<file path="src/rtl/uart_tx_sched.sv">
// Round-robin scheduler sharing one UART transmitter between p_NUM_REQ requesters,
// with per-grant burst cap and a completion watchdog.
module uart_tx_sched #(
  parameter int p_NUM_REQ   = 4,
  parameter int p_WORD_LEN  = 8,
  parameter int p_MAX_BURST = 16,
  parameter int p_TIMEOUT   = 4096
) (
  input  logic                                 i_clk,
  input  logic                                 i_rst,
  input  logic [p_NUM_REQ-1:0]                 i_req,
  input  logic [p_NUM_REQ-1:0]                 i_last,
  input  logic [p_NUM_REQ*(p_WORD_LEN+1)-1:0]  i_data,
  output logic [p_NUM_REQ-1:0]                 o_ack,
  output logic [p_NUM_REQ-1:0]                 o_grant,
  output logic [p_WORD_LEN:0]                  o_tx_data,
  output logic                                 o_tx_start,
  input  logic                                 i_tx_done,
  output logic                                 o_busy,
  output logic                                 o_timeout
);

  localparam int W   = p_WORD_LEN + 1;
  localparam int PW  = $clog2(p_NUM_REQ);
  localparam int WDW = $clog2(p_TIMEOUT) + 1;
  localparam int BW  = $clog2(p_MAX_BURST) + 1;

  localparam logic [PW-1:0]        PTR_INIT   = PW'(p_NUM_REQ - 1);
  localparam logic [WDW-1:0]       WD_LIMIT   = WDW'(p_TIMEOUT - 1);
  localparam logic [BW-1:0]        BURST_MAX  = BW'(p_MAX_BURST);
  localparam logic [p_NUM_REQ-1:0] ONE        = {{(p_NUM_REQ-1){1'b0}}, 1'b1};

  typedef enum logic [1:0] {s_IDLE, s_LAUNCH, s_WAIT} state_t;

  state_t         state;
  logic [PW-1:0]  r_ptr;
  logic [PW-1:0]  r_owner;
  logic [BW-1:0]  r_burst;
  logic [WDW-1:0] r_wd;
  logic           r_last;

  logic [PW-1:0]  win_idx;
  logic [PW-1:0]  cand;
  logic           win_found;
  logic           owner_req;
  logic           owner_last;
  logic [W-1:0]   owner_word;
  logic           burst_go;

  // Winner is the first set request strictly after the last released owner.
  always_comb begin
    win_idx   = '0;
    win_found = 1'b0;
    cand      = '0;
    for (int i = 1; i <= p_NUM_REQ; i++) begin
      cand = PW'((int'(r_ptr) + i) % p_NUM_REQ);
      if (!win_found && i_req[cand]) begin
        win_found = 1'b1;
        win_idx   = cand;
      end
    end
  end

  always_comb begin
    owner_word = '0;
    for (int k = 0; k < p_NUM_REQ; k++) begin
      if (r_owner == PW'(k)) owner_word = i_data[k*W +: W];
    end
  end

  assign owner_req  = i_req[r_owner];
  assign owner_last = i_last[r_owner];
  assign burst_go   = !r_last && owner_req && (r_burst < BURST_MAX);
  assign o_busy     = (state != s_IDLE);

  // Handshake: a word is consumed (o_ack) exactly when it is launched (o_tx_start);
  // the transmitter answers each launch with one i_tx_done pulse.
  always_ff @(posedge i_clk) begin
    if (i_rst) begin
      state      <= s_IDLE;
      r_ptr      <= PTR_INIT;
      r_owner    <= '0;
      r_burst    <= '0;
      r_wd       <= '0;
      r_last     <= 1'b0;
      o_grant    <= '0;
      o_ack      <= '0;
      o_tx_data  <= '0;
      o_tx_start <= 1'b0;
      o_timeout  <= 1'b0;
    end else begin
      o_ack      <= '0;
      o_tx_start <= 1'b0;
      o_timeout  <= 1'b0;
      case (state)
        s_IDLE: begin
          if (win_found) begin
            o_grant <= ONE << win_idx;
            r_owner <= win_idx;
            state   <= s_LAUNCH;
          end
        end
        s_LAUNCH: begin
          if (owner_req) begin
            o_tx_data  <= owner_word;
            o_tx_start <= 1'b1;
            o_ack      <= ONE << r_owner;
            r_last     <= owner_last;
            r_burst    <= r_burst + 1'b1;
            r_wd       <= '0;
            state      <= s_WAIT;
          end else begin
            o_grant <= '0;
            r_burst <= '0;
            state   <= s_IDLE;
          end
        end
        s_WAIT: begin
          // The timeout pulse is shown with the culprit still granted; release follows.
          if (o_timeout || (i_tx_done && !burst_go)) begin
            o_grant <= '0;
            r_ptr   <= r_owner;
            r_burst <= '0;
            r_wd    <= '0;
            state   <= s_IDLE;
          end else if (i_tx_done) begin
            state <= s_LAUNCH;
          end else if (r_wd == WD_LIMIT) begin
            o_timeout <= 1'b1;
          end else begin
            r_wd <= r_wd + 1'b1;
          end
        end
        default: state <= s_IDLE;
      endcase
    end
  end

endmodule

</file>
<file path="config.mk">
export PLATFORM = sky130hd
export DESIGN_NAME = uart_tx_sched
export DESIGN_NICKNAME = d
export VERILOG_FILES = /design/src/rtl/uart_tx_sched.sv
export SDC_FILE = /design/constraint.sdc
export NUM_CORES = 1
export LEC_CHECK = 0
export BUFFER_PORTS_ARGS = -buffer_cell sky130_fd_sc_hd__buf_2
export CORE_MARGIN = 2
export CORE_UTILIZATION = 52
export CTS_BUF_LIST = sky130_fd_sc_hd__clkbuf_16
export DETAILED_ROUTE_END_ITERATION = 10
export PLACE_DENSITY_LB_ADDON = 0.12
export SYNTH_ARGS = -nofsm -noshare
export SYNTH_HDL_FRONTEND = slang
export SYNTH_SLANG_ARGS = --single-unit
</file>
<file path="constraint.sdc">
create_clock -name i_clk -period 2.3 [get_ports i_clk]
set_input_delay 0.345 -clock i_clk [delete_from_list [all_inputs] [get_ports i_clk]]
set_output_delay 0.345 -clock i_clk [all_outputs]
set_load 0.01 [all_outputs]
</file>
==> metrics <==
syn_nets=315; Cell Pwr Density=657.2 nW/µm²; GP Congestion=0.8214; worst path required time=between 2 and 3 ns; # hold bufs at CTS=0; Layout area overhead=23.27%; top_reg_cell synth=dfxtp_1; routed vias=~2200; layout cell share with drive strength beyond 1=29.22%; final hold slack=0.4194 ns; CP endpoint kind=flip-flop; Synth Instances=262; Max Fanout on Critical Path=6; reg-to-reg slack, setup=0.25 ns; most common cell in the synthesized netlist=dfxtp_1; gr usage total=23.30%; H-tree depth=2; Final Hold Vio Count=0; Slew headroom=62.19%; initial antenna violation count=0; RR Startpoint=r_wd[0]; TritonCTS clock tree=built; Row Count=24; Netlist Area Pre-Place=2333 µm²; Final #Nets=384; num ports=67; reg2reg end=r_wd[7]; outcome=finished, final reports clean; Setup CP Type=flip-flop to flip-flop; core footprint=4324 µm²; Tmin final=between 2 and 2.5 ns; total gr overflow=0; average routed wire per standard cell=around 14 µm; DIE AREA=5040 µm²; DPL Wire Length=between 4000 and 5000 µm; cell taking the most area after synthesis=dfxtp_1; P_leak=1.203 nW; Antenna diodes=0; RSZ-0062 raised after global routing=no; startpoint types=flip-flop; FFs w/ async S/R, synth=0%; DRC violations left=0; worst hold start=i_tx_done; CTS Root Buffer Type=clkbuf_16; Max Clock Freq=486.8 MHz; skew final=around 0.0037 ns; first drt pass iteration count=4; post-cts resize count=0; Commonest cells post-synth=dfxtp_1, nand2_1, a21oi_1; Final ANT Viol Nets=0; clock-pin slew on the worst setup and hold paths=approximately 0.06 ns; Hold Path Class=input pin to flip-flop; Sum Neg Setup Slack=0 ns; Vias/cell=~5.8; Post-Route Utilization=66.52%; Area contributors post-synth=dfxtp_1, mux4_2, a21oi_1; clk_lat worst skew=approximately 0.28 ns; drt initial violations=113; max-capacitance violation count=0; Worst Tran Pin Value=0.5620 ns; Finish-stage setup viols=0; cell depth of the worst flop-to-flop path=6; CP arrival=between 2 and 2.5 ns; register area share after synthesis=37.75%; Starting Density=53.96%; Tcrit/Tclk final=89.31%; Worst Hold End=o_timeout; fillers=between 300 and 400; largest net degree at the start of global routing=39; first-pass GRT wire length=9480 µm; EDFF count, synth=0; Avg Inst Size Synth=approximately 8.9 µm²; Netlist cell types=49; routed wire length=between 5000 and 6000 µm; Yosys reg bits=44; vias in the first global route=2103; IO Port Bufs=66; Warnings, synthesis=0; Hold Crit Depth=3; post-CTS setup buffer count=0; clk sinks=44; Worst IR Drop VDD=0.0004646 V; count of pins over their slew limit=0; Synth top area share=between 30% and 40%; clock tree buffer depth=2; width of the die=between 70 and 80 µm; Die H=roughly 71 µm; TritonCTS buffer count=5
layout make-up:
class	count	area [µm²]	share of cell area, %
clock buffers	5	125.1	4.350
flip-flops and latches	44	880.8	30.62
repair buffers	77	412.9	14.35
well taps	52	65.06	2.262
inverters	10	37.54	1.305
clock inverters	3	11.26	0.3915
multi-input cells	193	1344	46.72
registers in the layout (all words and copies together), names as in the netlist:
signal	count
o_grant	4
o_timeout	1
r_burst	5
r_wd	13
state	2
o_tx_data	9
r_last	1
o_ack	4
r_owner	2
o_tx_start	1
r_ptr	2
worst max path at each step:
stage / startpoint / to / slack (ns) / cells after the start
2_1_floorplan: state[0] / r_wd[10] / 0.28 / 9
3_3_place_gp: i_req[0] / r_wd[8] / 0.25 / 6
3_5_place_dp: i_req[0] / r_burst[0] / 0.22 / 7
4_1_cts: r_wd[0] / r_wd[7] / 0.24 / 6
5_1_grt: r_wd[0] / r_wd[7] / 0.13 / 6
6_report: r_wd[0] / r_wd[7] / 0.25 / 6
placed cells by master (no fill, tap or decap), drive strengths merged, types with 2 or more instances in the layout:
| cell | n |
|---|---|
| and2 | 2 |
| xor2 | 3 |
| nor4b | 2 |
| nand3 | 8 |
| and3 | 6 |
| buf | 77 |
| nor3b | 3 |
| nand3b | 4 |
| nand2 | 30 |
| and4 | 2 |
| or3 | 5 |
| nor4 | 7 |
| mux2i | 2 |
| inv | 12 |
| nand2b | 5 |
| nor3 | 3 |
| nor2b | 2 |
| dfxtp | 44 |
| o22a | 2 |
| nor2 | 21 |
| ha | 6 |
| a21oi | 23 |
| o2111ai | 2 |
| mux4 | 11 |
| a21boi | 2 |
| clkbuf | 5 |
| o221ai | 2 |
| o31ai | 8 |
| nand4 | 4 |
| o21ai | 14 |
critical path, stage by stage (launching register included):
cell and delay [ns]:
dfxtp_1 0.33, ha_1 0.25, and4_1 0.24, and3_1 0.16, or4_1 0.56, or3_1 0.38, o21ai_1 0.07
cells by family after synthesis:
| logic type | synth area share (%) |
|---|---|
| muxes | 12.12 |
| buffers and inverters | 4.665 |
| xor gates and xnor gates | 1.126 |
| adders and majority gates | 3.217 |
| AOI/OAI and AO/OA | 17.37 |
| and+or+nand+nor | 23.75 |
| DFF | 37.75 |
power by group:
group | internal [mW] | switching [mW]
clock | 0.390 | 0.268
combinational | 0.188 | 0.221
sequential | 0.801 | 0.0228
total | 1.38 | 0.512
stage by stage:
stage | area (µm²) | instances | power, mW | setup slack [ns]
2_1_floorplan | 2333 | 262 | 1.114 | 0.2761
3_3_place_gp | 2740 | 376 | 1.240 | 0.2544
3_5_place_dp | 2740 | 376 | 1.249 | 0.2158
4_1_cts | 2877 | 384 | 1.908 | 0.2400
5_1_grt | 2877 | 384 | 1.984 | 0.1267
6_report | 2877 | 384 | 1.891 | 0.2458
per-layer routing:
metal | GRT usage [%] | vias up | wire [µm]
met5 | 0 | - | 0
met4 | 5.870 | 0 | 59
met3 | 5.128 | 6 | 218
met2 | 41.54 | 54 | 2910
met1 | 28.60 | 1040 | 2377
li1 | - | 1108 | -
Power figures use the tool's default switching activity.
